[config.mk]
export PLATFORM = sky130hd
export DESIGN_NAME = gpu_fb_scanout
export DESIGN_NICKNAME = d
export VERILOG_FILES = /design/src/rtl/gpu_fb_scanout.sv
export SDC_FILE = /design/constraint.sdc
export NUM_CORES = 1
export LEC_CHECK = 0
export CORE_ASPECT_RATIO = 1.1
export CORE_MARGIN = 5
export CORE_UTILIZATION = 55
export CTS_CLUSTER_SIZE = 10
export DETAILED_ROUTE_END_ITERATION = 6
export MAX_ROUTING_LAYER = met4
export PLACE_DENSITY = 0.83
export SYNTH_ARGS = -nofsm -noshare
export SYNTH_HDL_FRONTEND = slang
export SYNTH_SLANG_ARGS = --single-unit
[constraint.sdc]
create_clock -name clk -period 3.9 [get_ports clk]
set_input_delay 0.78 -clock clk [delete_from_list [all_inputs] [get_ports clk]]
set_output_delay 0.78 -clock clk [all_outputs]
set_load 0.05 [all_outputs]
[src/rtl/gpu_fb_scanout.sv]
// Framebuffer scanout engine: issues raster-order SRAM reads, tracks them through a
// fixed-latency read pipeline and buffers the returned pixels in a fall-through FIFO.
module gpu_fb_scanout #(
    parameter int unsigned WIDTH_BITS   = 10,
    parameter int unsigned HEIGHT_BITS  = 9,
    parameter int unsigned CHANNEL_BITS = 8,
    parameter int unsigned H_RES        = 640,
    parameter int unsigned V_RES        = 480,
    parameter int unsigned RD_LAT       = 2,
    parameter int unsigned FIFO_DEPTH   = 4
) (
    input  logic                                  clk,
    input  logic                                  rst,
    input  logic                                  enable_i,
    input  logic                                  fb_sel_i,
    input  logic                                  mem_grant_i,
    input  logic [3*CHANNEL_BITS-1:0]             rgbdata_i,
    output logic                                  CE0_o,
    output logic                                  CE1_o,
    output logic                                  R_W_o,
    output logic                                  OE_o,
    output logic                                  LB_o,
    output logic                                  UB_o,
    output logic                                  ZZ_o,
    output logic                                  SEM_o,
    output logic [WIDTH_BITS+HEIGHT_BITS:0]       adddata_o,
    output logic                                  pix_valid_o,
    input  logic                                  pix_ready_i,
    output logic [3*CHANNEL_BITS-1:0]             pix_rgb_o,
    output logic [WIDTH_BITS-1:0]                 pix_x_o,
    output logic [HEIGHT_BITS-1:0]                pix_y_o,
    output logic                                  sof_o,
    output logic                                  eol_o,
    output logic                                  frame_done_o,
    output logic                                  busy_o
);

    localparam int unsigned ADDR_W = WIDTH_BITS + HEIGHT_BITS + 1;
    localparam int unsigned RGB_W  = 3 * CHANNEL_BITS;
    localparam int unsigned PTR_W  = (FIFO_DEPTH > 1) ? $clog2(FIFO_DEPTH) : 1;
    localparam int unsigned CNT_W  = $clog2(FIFO_DEPTH + 1);
    localparam int unsigned LAT_W  = $clog2(RD_LAT + 1);
    localparam int unsigned SUM_W  = CNT_W + LAT_W;

    typedef enum logic [1:0] {
        IDLE  = 2'd0,
        FETCH = 2'd1,
        DRAIN = 2'd2
    } state_t;

    state_t                  state;
    logic                    fb_sel_q;
    logic [WIDTH_BITS-1:0]   x_q;
    logic [HEIGHT_BITS-1:0]  y_q;
    logic [ADDR_W-1:0]       addr_q;

    logic [RD_LAT-1:0]       pipe_valid;
    logic [WIDTH_BITS-1:0]   pipe_x [RD_LAT];
    logic [HEIGHT_BITS-1:0]  pipe_y [RD_LAT];
    logic [LAT_W-1:0]        inflight;

    logic [RGB_W-1:0]        fifo_rgb [FIFO_DEPTH];
    logic [WIDTH_BITS-1:0]   fifo_x   [FIFO_DEPTH];
    logic [HEIGHT_BITS-1:0]  fifo_y   [FIFO_DEPTH];
    logic [PTR_W-1:0]        wr_ptr;
    logic [PTR_W-1:0]        rd_ptr;
    logic [CNT_W-1:0]        count;

    logic issue;
    logic push;
    logic pop;
    logic last_x;
    logic last_y;
    logic drained;

    always_comb begin
        inflight = '0;
        for (int i = 0; i < RD_LAT; i++) begin
            inflight = inflight + LAT_W'(pipe_valid[i]);
        end
    end

    // Reads already issued but not yet popped reserve FIFO space, so a push never finds it full.
    assign issue   = (state == FETCH) && mem_grant_i &&
                     ((SUM_W'(count) + SUM_W'(inflight)) < SUM_W'(FIFO_DEPTH));
    assign push    = pipe_valid[RD_LAT-1];
    assign pop     = pix_valid_o && pix_ready_i;
    assign last_x  = (x_q == WIDTH_BITS'(H_RES - 1));
    assign last_y  = (y_q == HEIGHT_BITS'(V_RES - 1));
    assign drained = (inflight == '0) && (count == '0);

    // SRAM strobes follow the grant within the same cycle; the address holds between reads.
    assign CE0_o     = !issue;
    assign CE1_o     = issue;
    assign OE_o      = !issue;
    assign R_W_o     = 1'b1;
    assign LB_o      = !issue;
    assign UB_o      = !issue;
    assign ZZ_o      = 1'b0;
    assign SEM_o     = 1'b1;
    assign adddata_o = issue ? {fb_sel_q, y_q, x_q} : addr_q;

    always_ff @(posedge clk or posedge rst) begin
        if (rst) begin
            state        <= IDLE;
            fb_sel_q     <= 1'b0;
            x_q          <= '0;
            y_q          <= '0;
            addr_q       <= '0;
            frame_done_o <= 1'b0;
            busy_o       <= 1'b0;
        end else begin
            frame_done_o <= 1'b0;
            if (issue) begin
                addr_q <= {fb_sel_q, y_q, x_q};
            end
            case (state)
                IDLE: begin
                    if (enable_i) begin
                        fb_sel_q <= fb_sel_i;
                        x_q      <= '0;
                        y_q      <= '0;
                        state    <= FETCH;
                        busy_o   <= 1'b1;
                    end
                end
                FETCH: begin
                    if (issue) begin
                        if (last_x) begin
                            x_q <= '0;
                            if (last_y) begin
                                y_q   <= '0;
                                state <= DRAIN;
                            end else begin
                                y_q <= y_q + HEIGHT_BITS'(1);
                            end
                        end else begin
                            x_q <= x_q + WIDTH_BITS'(1);
                        end
                    end
                end
                DRAIN: begin
                    if (drained) begin
                        frame_done_o <= 1'b1;
                        if (enable_i) begin
                            fb_sel_q <= fb_sel_i;
                            x_q      <= '0;
                            y_q      <= '0;
                            state    <= FETCH;
                        end else begin
                            state    <= IDLE;
                            busy_o   <= 1'b0;
                        end
                    end
                end
                default: begin
                    state  <= IDLE;
                    busy_o <= 1'b0;
                end
            endcase
        end
    end

    // Coordinates of each outstanding read travel alongside it until its data returns.
    always_ff @(posedge clk or posedge rst) begin
        if (rst) begin
            pipe_valid <= '0;
            for (int i = 0; i < RD_LAT; i++) begin
                pipe_x[i] <= '0;
                pipe_y[i] <= '0;
            end
        end else begin
            pipe_valid[0] <= issue;
            pipe_x[0]     <= x_q;
            pipe_y[0]     <= y_q;
            for (int i = 1; i < RD_LAT; i++) begin
                pipe_valid[i] <= pipe_valid[i-1];
                pipe_x[i]     <= pipe_x[i-1];
                pipe_y[i]     <= pipe_y[i-1];
            end
        end
    end

    always_ff @(posedge clk) begin
        if (push) begin
            fifo_rgb[wr_ptr] <= rgbdata_i;
            fifo_x[wr_ptr]   <= pipe_x[RD_LAT-1];
            fifo_y[wr_ptr]   <= pipe_y[RD_LAT-1];
        end
    end

    always_ff @(posedge clk or posedge rst) begin
        if (rst) begin
            wr_ptr <= '0;
            rd_ptr <= '0;
            count  <= '0;
        end else begin
            if (push) begin
                wr_ptr <= wr_ptr + PTR_W'(1);
            end
            if (pop) begin
                rd_ptr <= rd_ptr + PTR_W'(1);
            end
            case ({push, pop})
                2'b10:   count <= count + CNT_W'(1);
                2'b01:   count <= count - CNT_W'(1);
                default: ;
            endcase
        end
    end

    // Payload is forced to zero when empty so no stale entry is ever visible.
    assign pix_valid_o = (count != '0);
    assign pix_rgb_o   = pix_valid_o ? fifo_rgb[rd_ptr] : '0;
    assign pix_x_o     = pix_valid_o ? fifo_x[rd_ptr]   : '0;
    assign pix_y_o     = pix_valid_o ? fifo_y[rd_ptr]   : '0;
    assign sof_o       = pix_valid_o && (pix_x_o == '0) && (pix_y_o == '0);
    assign eol_o       = pix_valid_o && (pix_x_o == WIDTH_BITS'(H_RES - 1));

endmodule

==> results.yml, run 1 <==
sta:
  relSlewSlack: 0.219
  finalSetupViolations: 0
  finalHoldViolCount: 0
  fmax_mhz: 271
  hold_slack_ns: 0.333
  rsz0062_at_grt: "false"
  setup_tns_ns: 0
  fin_crit_ns: 3.69
  tightest_slew_ns: 1.17
  slew_violations: 0
  fin_skew_ns: 0.0135
  min_period_over_period: 0.946
detailed_routing:
  num_vias: 5518
  first_pass_iters: 5
  wl_per_cell_um: 20.4
  drt_iter0_drc: 310
  drcViolationCount: 0
  wl_um: 20100
  ant_nets: 0
  post_drt_via_cell_ratio: 5.61
setup_path:
  timing.reg2reg.setup_slack_ns: 0.95
  arrival_ns: 2.91
  critPathBufInv: 2
  cpLargestDelayFamily: "simple AND/OR/NAND/NOR gates"
  timing.rr.end: "y_q[5]"
  reg2reg_depth: 9
  cp_slowest_cell: "mux4_2"
  worstPathCellList: "buf_12 -> mux4_2 -> and2_1 -> nor4_1 -> buf_12"
  endpoint_kind: "output pin"
  path_max_fanout: 34
  worstSetupPathType: "flip-flop to output pin"
  slowest_delay_ns: 0.59
  critPathLaunchType: "flip-flop"
  reg2reg_from: "pipe_valid[1]"
  required_ns: 3.12
  cp_common_cell: "buf_12"
min_path:
  hold_class: "flip-flop to flip-flop"
  min-delay-start: "pipe_x[13]"
  worstHoldPathCells: 0
  hold_end: "pipe_x[3]"
logic_synthesis:
  synthArstFlopShare: 0.346
  syn_area_sq_um: 10100
  syn_inst: 603
  synth_top_area_cell: "edfxtp_1"
  ys_top_cells_by_count: "edfxtp_1 (172), dfrtp_1 (91), nand2_1 (74)"
  synth_seq_cells: 263
  ys_seq_area_frac: 0.737
  synth_area_leaders: "edfxtp_1 (51%), dfrtp_1 (23%), mux4_2 (9.6%)"
  synth_top_area_frac: 0.512
  yosys.cell_count.top_type: "edfxtp_1"
  synth-edff-count: 172
  synth_area_per_cell_sq_um: 16.7
  yosysUniqueCellTypes: 45
  ys.flop_type: "edfxtp_1"
  yosys_warnings: 0
clocking:
  clk_pin_slew_ns: 0.06
  clockBufferDepth: 3
  root_buffer: "clkbuf_16"
  clkLatencyLatePin_ns: 0.53
  cts_sinks: 263
  htreeDepth: 1
  postCtsSetupRepairBufs: 0
  cts_made_buffers: 30
  hold_buffers: 0
  cts_tree: "done"
  cts_resized: 0
global_routing:
  grt_pass1_wl_um: 32400
  antenna_found_initial: 0
  grt_use_total: 0.197
  grt_max_degree: 47
  grt-ovfl-total: 0
  grt_pass1_vias: 5913
placed_design:
  dpl_cell_area_sq_um: 11600
  post-dp-hpwl_um: 12400
  io_buffers: 102
  routabilityCongestion: 0.879
finish:
  post-route-util: 0.684
  drive_gt1_frac: 0.172
  num_antenna_cells: 0
  stdcell_area_sq_um: 12500
  area_growth_pct: 23.5
  nNetsFinal: 758
  fillCellCount: 1165
pwr:
  power_density_nw_per_um2: 826
  leakagePower_uw: 0.00476
  vdd_drop_max_mv: 0.702
  p_total_uw: 10300
floorplanning:
  die_y_um: 152
  ioPinCount: 106
  core-area_sq_um: 18200
  initial_core_util: 0.554
  std_cell_rows: 52
  die-width_um: 139
  dieArea_sq_um: 21200
run_status:
  outcome: "finished clean"
job:
  drv_cap: 0
-- layout by cell type (no fill, tap or decap), types with 3 or more instances in the layout --
master,n
mux4_2,43
nand2b_1,3
buf_12,23
a21oi_1,4
ha_1,10
o31ai_1,5
and3_1,3
inv_1,15
and2_1,48
nor2_1,17
edfxtp_1,172
nor3_1,4
o21ai_0,19
nand2_1,74
clkbuf_16,31
conb_1,3
buf_4,13
clkbuf_1,23
xor2_1,7
nand3_1,6
nor4_1,6
dfrtp_1,89
clkdlybuf4s50_1,75
and2_2,4
nor2b_1,4
a31oi_1,5
nand4_1,5
-- worst register-to-register path: cells and delay by family, from the launching register on --
family                     cells  cell delay, ns
DFF                            1            0.48
adders and majority gates      2            0.51
buffers and inverters          2            0.87
AOI/OAI and AO/OA              2            0.44
and+or+nand+nor                3            0.56
-- report_power, final --
group / switching, uW / internal (uW) / leakage [uW]
clock network: 996 / 1540 / 0.000423
logic: 2510 / 1520 / 0.00150
registers: 260 / 3470 / 0.00283
-- area by class of cell --
cell class / instances / area (sq um) / share of cell area
Tap cell: 243 / 304 / 0.0244
Multi-Input combinational cell: 295 / 2460 / 0.197
Inverter: 16 / 61.3 / 0.00492
Clock buffer: 54 / 862 / 0.0691
Sequential cell: 263 / 7440 / 0.597
Clock inverter: 1 / 30.0 / 0.00241
Timing Repair Buffer: 111 / 1310 / 0.105
-- sequential cells by signal (all words and copies together) (netlist names) --
register,cells
fb_sel_q,1
y_q,9
rd_ptr,2
x_q,10
fifo_x,40
wr_ptr,2
pipe_y,18
pipe_x,20
frame_done_o,1
busy_o,1
pipe_valid,2
count,3
addr_q,20
state,2
fifo_rgb,96
fifo_y,36
-- worst max-delay path by stage --
| stage | from | endpoint | cells after the start |
|---|---|---|---|
| final | rd_ptr[0] | eol_o | 5 |
| after global routing | pipe_valid[1] | adddata_o[19] | 8 |
| after CTS | rd_ptr[0] | eol_o | 5 |
| after detailed placement | mem_grant_i | adddata_o[19] | 6 |
| after global placement | rd_ptr[0] | sof_o | 6 |
| after floorplan | rd_ptr[0] | eol_o | 4 |
-- per-stage QoR --
stage	setup slack, ns	std cells
6_report	0.211	983
5_1_grt	0.0618	983
4_1_cts	0.169	983
3_5_place_dp	0.744	928
3_3_place_gp	0.777	928
2_1_floorplan	0.105	604
-- kinds of logic (layout without fill, tap and decap cells) --
kind of cell             after synthesis  after routing  synth area share
flip-flops                           263            263             0.737
AO/OA/AOI/OAI                         45             45            0.0305
XOR/XNOR                               9              9           0.00781
AND/OR/NAND/NOR                      182            182            0.0911
adder cells (fa/ha/maj)               11             11            0.0144
buffers and inverters                 46            182            0.0204
multiplexers                          45             45            0.0980
other                                  2              3          0.000744
-- layer usage --
layer,global-route usage,vias to the layer above,wire (um)
met5,-,-,0
met4,0.0494,0,367
met3,0.0384,38,1400
met2,0.319,237,10200
met1,0.263,2787,8120
li1,-,2456,-
No activity file was read; power rests on OpenSTA's default activity.
==> run 2: changes to the inputs <==
--- a/config.mk
+++ b/config.mk
@@ -5,13 +5,16 @@
 export SDC_FILE = /design/constraint.sdc
 export NUM_CORES = 1
 export LEC_CHECK = 0
+export CELL_PAD_IN_SITES_DETAIL_PLACEMENT = 0
+export CELL_PAD_IN_SITES_GLOBAL_PLACEMENT = 1
 export CORE_ASPECT_RATIO = 1.1
 export CORE_MARGIN = 5
-export CORE_UTILIZATION = 55
+export CORE_UTILIZATION = 50
+export CTS_BUF_LIST = sky130_fd_sc_hd__clkbuf_2 sky130_fd_sc_hd__clkbuf_4 sky130_fd_sc_hd__clkbuf_8
 export CTS_CLUSTER_SIZE = 10
 export DETAILED_ROUTE_END_ITERATION = 6
 export MAX_ROUTING_LAYER = met4
-export PLACE_DENSITY = 0.83
+export PLACE_DENSITY = 0.87
 export SYNTH_ARGS = -nofsm -noshare
 export SYNTH_HDL_FRONTEND = slang
 export SYNTH_SLANG_ARGS = --single-unit
==> results.yml, run 2 (synthesized netlist as in run 1, its figures left out) <==
run_status:
  outcome: "finished clean"
clocking:
  clockBufferDepth: 3
  clkLatencyLatePin_ns: 0.52
  root_buffer: "clkbuf_8"
  clk_pin_slew_ns: 0.06
  cts_sinks: 263
  cts_made_buffers: 42
  htreeDepth: 2
  hold_buffers: 0
  cts_tree: "done"
global_routing:
  grt_use_total: 0.171
  antenna_found_initial: 0
  grt-ovfl-total: 0
  grt_pass1_wl_um: 31100
  grt_pass1_vias: 5780
  grt_max_degree: 50
sta:
  fin_crit_ns: 3.73
  slew_violations: 0
  fin_skew_ns: 0.0231
  finalSetupViolations: 0
  min_period_over_period: 0.955
  fmax_mhz: 268
  rsz0062_at_grt: "false"
  setup_tns_ns: 0
  tightest_slew_ns: 1.18
  hold_slack_ns: 0.343
  finalHoldViolCount: 0
  relSlewSlack: 0.214
setup_path:
  cpLargestDelayFamily: "buffers and inverters"
  critPathBufInv: 2
  cp_slowest_cell: "dfrtp_2"
  arrival_ns: 2.95
  path_max_fanout: 24
  required_ns: 3.12
  endpoint_kind: "output pin"
  slowest_delay_ns: 0.75
  worstPathCellList: "buf_4 -> mux4_2 -> and2_1 -> clkdlybuf4s50_1"
  critPathLaunchType: "flip-flop"
  worstSetupPathType: "flip-flop to output pin"
placed_design:
  post-dp-hpwl_um: 12300
  routabilityCongestion: 0.842
  io_buffers: 102
pwr:
  vdd_drop_max_mv: 0.690
  power_density_nw_per_um2: 811
  leakagePower_uw: 0.00481
detailed_routing:
  wl_um: 19100
  first_pass_iters: 5
  post_drt_via_cell_ratio: 5.38
  drcViolationCount: 0
  num_vias: 5449
  wl_per_cell_um: 18.8
  drt_iter0_drc: 278
  ant_nets: 0
floorplanning:
  die_y_um: 159
  initial_core_util: 0.508
  core-area_sq_um: 19900
  ioPinCount: 106
  die-width_um: 145
  std_cell_rows: 54
  dieArea_sq_um: 23100
finish:
  top_regs: "fifo_rgb: 96 flops, fifo_x: 40 flops, fifo_y: 36 flops"
  largest_reg_flops: 96
  nNetsFinal: 768
  num_antenna_cells: 0
  drive_gt1_frac: 0.218
  regMostFlops: "fifo_rgb"
  area_growth_pct: 23.9
  final_cell_mix: "edfxtp_1 (172), dfrtp_1 (89), clkdlybuf4s50_1 (75), nand2_1 (74), clkbuf_8 (51)"
  final_common_cell: "edfxtp_1"
job:
  drv_cap: 0
min_path:
  hold_class: "flip-flop to flip-flop"
-- run 2: layer usage --
layer / vias to the layer above / global-route usage / share of wire
li1: 2475 / - / -
met1: 2750 / 0.213 / 0.41
met2: 179 / 0.278 / 0.51
met3: 45 / 0.0390 / 0.054
met4: 0 / 0.0636 / 0.029
met5: - / - / 0
-- run 2: what timing repair did --
| item | CTS | global route |
|---|---|---|
| setup buffers | 0 | 0 |
| hold endpoints to repair | 0 | 0 |
| endpoints found under the setup margin | 1 | 0 |
| resized for setup | 1 | 0 |
-- run 2: worst register-to-register path, cell delays in order (launching register included) --
cell and delay (ns):
dfrtp_1 0.46, ha_1 0.22, ha_1 0.27, nand3_1 0.09, nand4_1 0.12, inv_1 0.54, buf_4 0.30, o21ai_2 0.18
or2_4 0.31, o41ai_2 0.29
-- run 2: stage by stage --
step           std cells   util  setup slack (ns)  instance area (sq um)  power (uW)
2_1_floorplan        604      -             0.105                  10100        6450
3_3_place_gp         935  0.584             0.622                  11600        7760
3_5_place_dp         935  0.584             0.561                  11600        7850
4_1_cts             1012  0.630             0.124                  12500       10300
5_1_grt             1012  0.630            0.0470                  12500       10600
6_report            1012  0.630             0.174                  12500       10100
-- run 2: area by class of cell --
class                      instances  area, sq um
inverter                          16         61.3
fill                            1428         7350
timing repair buffer             109         1330
clock buffer                      66          815
tap                              252          315
sequential                       263         7450
multi-input combinational        295         2460
clock inverter                    11         82.6
-- run 2: worst paths after layout --
kind | start | endpoint | slack [ns] | cells past startpoint
setup / recovery | rd_ptr[1] | pix_rgb_o[6] | 0.17 | 4
hold / removal | pipe_x[19] | pipe_x[9] | 0.34 | 0
hold reg to reg | pipe_x[19] | pipe_x[9] | 0.34 | 0
min in group asynchronous | rst | pipe_x[6] | 0.72 | 2
setup reg to reg | pipe_valid[1] | y_q[5] | 1.01 | 9
max in group asynchronous | rst | pipe_y[9] | 2.48 | 3
-- run 2: report_power, final --
part	total [uW]	leakage (uW)	switching, uW	internal [uW]
Sequential	3780	0.00283	313	3470
Combinational	3960	0.00150	2430	1530
Clock	2410	0.000468	1010	1400
